==> src/rtl/pipe_ctrl_pkg.sv <==
// ---------------------------------------------------------------------------
// pipe_ctrl_pkg
// Shared definitions for the pipeline controller: FSM state encodings and
// the bit layout of the stage-enable vector used inside pipe_ctrl.
// ---------------------------------------------------------------------------
package pipe_ctrl_pkg;

    typedef enum logic [1:0] {
        ST_RESET_HOLD = 2'd0,
        ST_RUN        = 2'd1,
        ST_MEM_WAIT   = 2'd2,
        ST_ERROR      = 2'd3
    } pipe_state_t;

    // Stage-enable vector layout: {pc, if_id, id_ex, ex_mem, mem_wb}
    localparam int EN_PC     = 4;
    localparam int EN_IF_ID  = 3;
    localparam int EN_ID_EX  = 2;
    localparam int EN_EX_MEM = 1;
    localparam int EN_MEM_WB = 0;

    localparam logic [4:0] EN_ALL      = 5'b11111;
    localparam logic [4:0] EN_NONE     = 5'b00000;
    // Load-use: freeze PC and IF/ID, let the load move on behind a bubble
    localparam logic [4:0] EN_LOAD_USE = 5'b00111;

    localparam logic [31:0] STALL_MAX = 32'hFFFF_FFFF;

endpackage

==> src/rtl/pipe_hazard_detect.sv <==
// ---------------------------------------------------------------------------
// pipe_hazard_detect
// Combinational load-use hazard detection between the ID and EX stages.
// Ports:
//   i_id_rs1/i_id_rs2           ID-stage source register addresses
//   i_id_rs1_used/i_id_rs2_used ID instruction actually reads that source
//   i_ex_rd                     EX-stage destination register
//   i_ex_reg_write              EX instruction writes rd
//   i_ex_is_load                EX instruction is a load
//   o_load_use                  1 = ID needs a value the EX load has not produced
// ---------------------------------------------------------------------------
module pipe_hazard_detect (
    input  logic [4:0] i_id_rs1,
    input  logic [4:0] i_id_rs2,
    input  logic       i_id_rs1_used,
    input  logic       i_id_rs2_used,
    input  logic [4:0] i_ex_rd,
    input  logic       i_ex_reg_write,
    input  logic       i_ex_is_load,
    output logic       o_load_use
);

    logic w_rs1_match;
    logic w_rs2_match;
    logic w_ex_load_wr;

    // x0 is hardwired to zero, so a load targeting it never creates a hazard
    assign w_ex_load_wr = i_ex_is_load & i_ex_reg_write & (i_ex_rd != 5'd0);
    assign w_rs1_match  = i_id_rs1_used & (i_id_rs1 == i_ex_rd);
    assign w_rs2_match  = i_id_rs2_used & (i_id_rs2 == i_ex_rd);
    assign o_load_use   = w_ex_load_wr & (w_rs1_match | w_rs2_match);

endmodule

==> src/rtl/pipe_ctrl.sv <==
// ---------------------------------------------------------------------------
// pipe_ctrl
// Pipeline sequencing controller: stage enables, bubbles, PC redirect,
// memory-wait stalls with timeout, and a saturating stall-cycle counter.
//
// state         | meaning
// --------------+---------------------------------------------------------
// RESET_HOLD(0) | one cycle after reset: everything frozen, both pipeRegs flushed
// RUN(1)        | normal issue; memory wait, redirect, load-use handled here
// MEM_WAIT(2)   | waiting on data memory; counts towards MEM_TIMEOUT
// ERROR(3)      | memory timed out; pipeline frozen until reset
//
// Ports:
//   i_clk, i_reset                 clock, async active-high reset
//   i_id_*, i_ex_*                 ID/EX operand and control info
//   i_mem_req, i_mem_ready         MEM-stage access handshake
//   o_*_en                         stage register enables
//   o_flush_if_id, o_flush_id_ex   bubble insertion
//   o_pc_sel, o_pc_target          PC redirect
//   o_state                        current FSM state
//   o_stall_cycles                 saturating count of cycles with PC frozen
//   o_mem_timeout                  sticky memory-timeout flag
// ---------------------------------------------------------------------------
module pipe_ctrl
    import pipe_ctrl_pkg::*;
#(
    parameter int MEM_TIMEOUT = 255
) (
    input  logic        i_clk,
    input  logic        i_reset,
    input  logic [4:0]  i_id_rs1,
    input  logic [4:0]  i_id_rs2,
    input  logic        i_id_rs1_used,
    input  logic        i_id_rs2_used,
    input  logic [4:0]  i_ex_rd,
    input  logic        i_ex_reg_write,
    input  logic        i_ex_is_load,
    input  logic        i_ex_redirect,
    input  logic [31:0] i_ex_target,
    input  logic        i_mem_req,
    input  logic        i_mem_ready,
    output logic        o_pc_en,
    output logic        o_if_id_en,
    output logic        o_id_ex_en,
    output logic        o_ex_mem_en,
    output logic        o_mem_wb_en,
    output logic        o_flush_if_id,
    output logic        o_flush_id_ex,
    output logic        o_pc_sel,
    output logic [31:0] o_pc_target,
    output logic [1:0]  o_state,
    output logic [31:0] o_stall_cycles,
    output logic        o_mem_timeout
);

    // Counter only has to reach MEM_TIMEOUT-1
    localparam int CNT_W = (MEM_TIMEOUT < 2) ? 1 : $clog2(MEM_TIMEOUT);
    localparam logic [CNT_W-1:0] WAIT_LAST = CNT_W'(MEM_TIMEOUT - 1);

    pipe_state_t      r_state;
    logic [CNT_W-1:0] r_wait_cnt;
    logic [31:0]      r_stall_cycles;
    logic             r_mem_timeout;

    logic             w_load_use;
    logic             w_mem_wait;
    logic [4:0]       w_en;
    logic             w_flush_if_id;
    logic             w_flush_id_ex;
    logic             w_pc_sel;
    logic [31:0]      w_pc_target;

    pipe_hazard_detect u_hazard (
        .i_id_rs1       (i_id_rs1),
        .i_id_rs2       (i_id_rs2),
        .i_id_rs1_used  (i_id_rs1_used),
        .i_id_rs2_used  (i_id_rs2_used),
        .i_ex_rd        (i_ex_rd),
        .i_ex_reg_write (i_ex_reg_write),
        .i_ex_is_load   (i_ex_is_load),
        .o_load_use     (w_load_use)
    );

    assign w_mem_wait = i_mem_req & ~i_mem_ready;

    // RUN and MEM_WAIT share one decode: a MEM_WAIT cycle that is not exiting
    // is exactly a memory-wait cycle, so the same priority chain covers both.
    always_comb begin
        w_en          = EN_ALL;
        w_flush_if_id = 1'b0;
        w_flush_id_ex = 1'b0;
        w_pc_sel      = 1'b0;
        w_pc_target   = 32'd0;
        case (r_state)
            ST_RESET_HOLD: begin
                w_en          = EN_NONE;
                w_flush_if_id = 1'b1;
                w_flush_id_ex = 1'b1;
            end
            ST_ERROR: begin
                w_en = EN_NONE;
            end
            default: begin
                if (w_mem_wait) begin
                    w_en = EN_NONE;
                end else if (i_ex_redirect) begin
                    w_pc_sel      = 1'b1;
                    w_pc_target   = i_ex_target;
                    w_flush_if_id = 1'b1;
                    w_flush_id_ex = 1'b1;
                end else if (w_load_use) begin
                    w_en          = EN_LOAD_USE;
                    w_flush_id_ex = 1'b1;
                end
            end
        endcase
    end

    always_ff @(posedge i_clk or posedge i_reset) begin
        if (i_reset) begin
            r_state        <= ST_RESET_HOLD;
            r_wait_cnt     <= '0;
            r_stall_cycles <= 32'd0;
            r_mem_timeout  <= 1'b0;
        end else begin
            if ((r_state != ST_RESET_HOLD) && !w_en[EN_PC] &&
                (r_stall_cycles != STALL_MAX)) begin
                r_stall_cycles <= r_stall_cycles + 32'd1;
            end
            case (r_state)
                ST_RESET_HOLD: r_state <= ST_RUN;
                ST_RUN: begin
                    if (w_mem_wait) begin
                        r_state    <= ST_MEM_WAIT;
                        r_wait_cnt <= '0;
                    end
                end
                ST_MEM_WAIT: begin
                    // Exit is checked first so a late ready beats the timeout
                    if (!w_mem_wait) begin
                        r_state <= ST_RUN;
                    end else if (r_wait_cnt == WAIT_LAST) begin
                        r_state       <= ST_ERROR;
                        r_mem_timeout <= 1'b1;
                    end else begin
                        r_wait_cnt <= r_wait_cnt + CNT_W'(1);
                    end
                end
                ST_ERROR: begin
                    r_state       <= ST_ERROR;
                    r_mem_timeout <= 1'b1;
                end
                default: r_state <= ST_RESET_HOLD;
            endcase
        end
    end

    assign o_pc_en        = w_en[EN_PC];
    assign o_if_id_en     = w_en[EN_IF_ID];
    assign o_id_ex_en     = w_en[EN_ID_EX];
    assign o_ex_mem_en    = w_en[EN_EX_MEM];
    assign o_mem_wb_en    = w_en[EN_MEM_WB];
    assign o_flush_if_id  = w_flush_if_id;
    assign o_flush_id_ex  = w_flush_id_ex;
    assign o_pc_sel       = w_pc_sel;
    assign o_pc_target    = w_pc_target;
    assign o_state        = r_state;
    assign o_stall_cycles = r_stall_cycles;
    assign o_mem_timeout  = r_mem_timeout;

endmodule
==> config.mk <==
export PLATFORM = sky130hd
export DESIGN_NAME = pipe_ctrl
export DESIGN_NICKNAME = d
export VERILOG_FILES = /design/src/rtl/pipe_ctrl_pkg.sv /design/src/rtl/pipe_hazard_detect.sv /design/src/rtl/pipe_ctrl.sv
export SDC_FILE = /design/constraint.sdc
export NUM_CORES = 1
export LEC_CHECK = 0
export ABC_AREA = 1
export BUFFER_PORTS_ARGS = -buffer_cell sky130_fd_sc_hd__buf_2
export CELL_PAD_IN_SITES_DETAIL_PLACEMENT = 1
export CELL_PAD_IN_SITES_GLOBAL_PLACEMENT = 2
export CORE_AREA = 2 2 145 111
export DETAILED_ROUTE_END_ITERATION = 7
export DIE_AREA = 0 0 147 113
export GPL_TIMING_DRIVEN = 1
export HOLD_SLACK_MARGIN = 0.02
export PLACE_DENSITY_LB_ADDON = 0.2
export SLEW_MARGIN = 25
export SYNTH_ARGS = -nofsm -noshare
export SYNTH_HDL_FRONTEND = slang
export SYNTH_SLANG_ARGS = --single-unit
==> constraint.sdc <==
create_clock -name i_clk -period 1.7 [get_ports i_clk]
set_input_delay 0.34 -clock i_clk [delete_from_list [all_inputs] [get_ports i_clk]]
set_output_delay 0.34 -clock i_clk [all_outputs]
set_load 0.02 [all_outputs]
==> flow_metrics.env <==
export IMPL_power_density_mw_per_mm2=401
export IMPL_relSlewSlack=0.640
export IMPL_pin_count=131
export IMPL_grt_max_degree=44
export IMPL_period_share=1.23
export IMPL_port_buffers=130
export IMPL_finish_instance_area_mm2=0.00598
export IMPL_setup_slack_ns=-0.395
export IMPL_synth_top_area_frac=0.313
export IMPL_reg2reg_from="o_state[1]$_DFFE_PP0P_"
export IMPL_ys_warn_count=0
export IMPL_syn_to_final_growth_pct=74.0
export IMPL_fin_cells=948
export IMPL_startpoint_type="register"
export IMPL_placed_cell_area_mm2=0.00505
export IMPL_n_antenna_cell=0
export IMPL_core_area_mm2=0.0151
export IMPL_layout_common_cells="146 x nand2_1, 90 x buf_2, 73 x buf_4"
export IMPL_worstMarginPinSlew_ns=0.537
export IMPL_fillers=1883
export IMPL_vias=4223
export IMPL_antenna_found_initial=0
export IMPL_timing_setup_tns_ns=-17.72
export IMPL_hold_path_class="primary input to asynchronous set/reset pin"
export IMPL_drv_slew=0
export IMPL_clock_fmax_mhz=477
export IMPL_placementRows=39
export IMPL_syn_cell_area_mm2=0.00343
export IMPL_ys_seq_elements=43
export IMPL_yosysSeqAreaShare=0.313
export IMPL_place_inst=922
export IMPL_holdWs_ns=0.0778
export IMPL_synth_largest_area_cell="dfrtp_1"
export IMPL_grt_pass1_vias=4382
export IMPL_synth_nets=605
export IMPL_postSynthCellCount=541
export IMPL_crit_fanout=5
export IMPL_violations="setup timing"
export IMPL_worstRegToRegCells=12
export IMPL_track_usage=0.177
export IMPL_multi_input_area_mm2=0.00251
export IMPL_drive_gt1_frac=0.455
export IMPL_dieWidth_um=147
export IMPL_syn_avg_cell_area_um2=6.35
export IMPL_cts_root_buf="clkbuf_16"
export IMPL_endpoint_kind="output pin"
export IMPL_die_h_um=113
export IMPL_crit_type="register to output pin"
export IMPL_place_gp_congestion=0.850
export IMPL_status="finished with violations"
export IMPL_p_leak_uw=0.00327
export IMPL_hold_viol=0
export IMPL_fin_worst_skew_ns=0.00655
export IMPL_setup_viol=72
export IMPL_rsz0062_at_grt="yes"
export IMPL_dpl_hpwl_mm=10.7
export IMPL_yosysUniqueCellTypes=31
export IMPL_post_drt_wl_per_cell_um=15.4
export IMPL_clockBufferDepth=2
export IMPL_final_antenna_net_count=0
export IMPL_worstPathArrival_ns=1.75
export IMPL_htree_levels=2
export IMPL_ctsHoldBuffers=0
export IMPL_cts_tree="yes"
export IMPL_first_pass_iters=4
export IMPL_period_needed_ns=2.09
export IMPL_vias_per_cell=4.45
export IMPL_start_util=0.227
export IMPL_clock_sinks=43
export IMPL_ff_latch_area_mm2=0.00108
export IMPL_insertion_delay_ns=0.30
export IMPL_cts_made_buffers=5
export IMPL_cts_clk_slew_worst_paths_ns=0.07
export IMPL_r2r_slack_ns=-0.21
export IMPL_max_vdd_ir_drop_mv=0.259
export IMPL_dieArea_mm2=0.0166
export IMPL_maxCapViolations=0
export IMPL_critPathRequiredTime_ns=1.36
export IMPL_drcViolationCount=0
export IMPL_reg2reg_to="o_stall_cycles[1]$_DFFE_PP0P_"
export IMPL_final_common_cell="nand2_1"
export IMPL_drt_iter0_markers=147
export IMPL_grt_first_pass_wirelength_mm=23.4
export IMPL_nNetsFinal=806
export IMPL_routed_wirelength_mm=14.6
export IMPL_overflow=0
export IMPL_ys_top_cells_by_area="dfrtp_1 31%, nand2_1 21%, nor2_1 9.3%"
[how the worst max path moves through the flow]
stage	startpoint	endpoint	slack, ns	depth (start not counted)
4_1_cts	o_state[1]$_DFFE_PP0P_	o_flush_id_ex	-0.41	9
6_report	o_state[1]$_DFFE_PP0P_	o_flush_id_ex	-0.39	9
5_1_grt	o_state[1]$_DFFE_PP0P_	o_flush_id_ex	-0.47	9
2_1_floorplan	o_state[0]$_DFFE_PP0P_	o_pc_target[10]	-0.27	7
3_5_place_dp	o_state[1]$_DFFE_PP0P_	o_pc_target[27]	-0.08	8
3_3_place_gp	o_state[0]$_DFFE_PP0P_	o_pc_target[30]	-0.04	8
[sequential cells by signal, indices dropped and copies added, names as in the netlist]
name and flops:
o_state 2, o_stall_cycles 32, o_mem_timeout 1, r_wait_cnt 8
[critical path: stages (launching register included)]
cell and delay, ns:
dfrtp_2 0.38, inv_2 0.05, ha_4 0.28, nand2_4 0.05, nor2_4 0.12, clkinv_4 0.12
buf_6 0.14, o21ai_4 0.05, o21bai_4 0.13, buf_6 0.13
[cells in the mapped netlist, drive strengths merged]
cell type / number
nand3: 17
o31ai: 2
xnor2: 5
clkinv: 2
ha: 8
buf: 12
nor3b: 1
dfrtp: 43
xor2: 17
a32oi: 1
nand3b: 11
o21bai: 1
clkbuf: 6
nor3: 9
a21oi: 4
o41ai: 1
and3: 1
nor2: 88
nand4: 40
nand2: 192
o21ai: 3
inv: 77
[power breakdown]
group / internal, µW / switching, µW
Sequential: 1030 / 4.57
Clock: 732 / 440
Combinational: 79.4 / 116
Total: 1840 / 561
[layer usage]
| metal | track usage | vias up | part of all wire |
|---|---|---|---|
| li1 | - | 2089 | - |
| met1 | 0.243 | 2011 | 0.48 |
| met2 | 0.295 | 115 | 0.45 |
| met3 | 0.0298 | 8 | 0.053 |
| met4 | 0.0385 | 0 | 0.0085 |
| met5 | 0 | - | 0 |
[repair_timing]
item	in CTS	in global routing
cloned	3	1
gates resized for setup	95	82
setup buffers	11	9
pin swaps	8	24
setup endpoints to repair	42	82
[layout make-up]
cell class,count,area share
multi-input combinational,401,0.420
timing repair buffer,212,0.275
sequential,43,0.181
inverter,79,0.0517
tap,205,0.0429
clock buffer,6,0.0232
clock inverter,2,0.00586
[cell families (layout without fill, tap and decap cells)]
| logic type | Yosys count | in the layout | share of synthesized area |
|---|---|---|---|
| compound gates | 12 | 12 | 0.0219 |
| xor+xnor | 22 | 22 | 0.0561 |
| fa+ha+maj | 8 | 8 | 0.0291 |
| buf+inv | 97 | 299 | 0.118 |
| flops | 43 | 43 | 0.313 |
| simple gates | 359 | 359 | 0.462 |
[per-stage QoR]
| step | setup slack (ns) | utilization | power, µW |
|---|---|---|---|
| 3_3_place_gp | -0.0385 | 0.334 | 1240 |
| 4_1_cts | -0.409 | 0.375 | 2440 |
| 3_5_place_dp | -0.0806 | 0.334 | 1240 |
| 2_1_floorplan | -0.267 | - | 1140 |
| 5_1_grt | -0.471 | 0.395 | 2500 |
| 6_report | -0.395 | 0.395 | 2400 |
(Power assumes the default switching activity.)
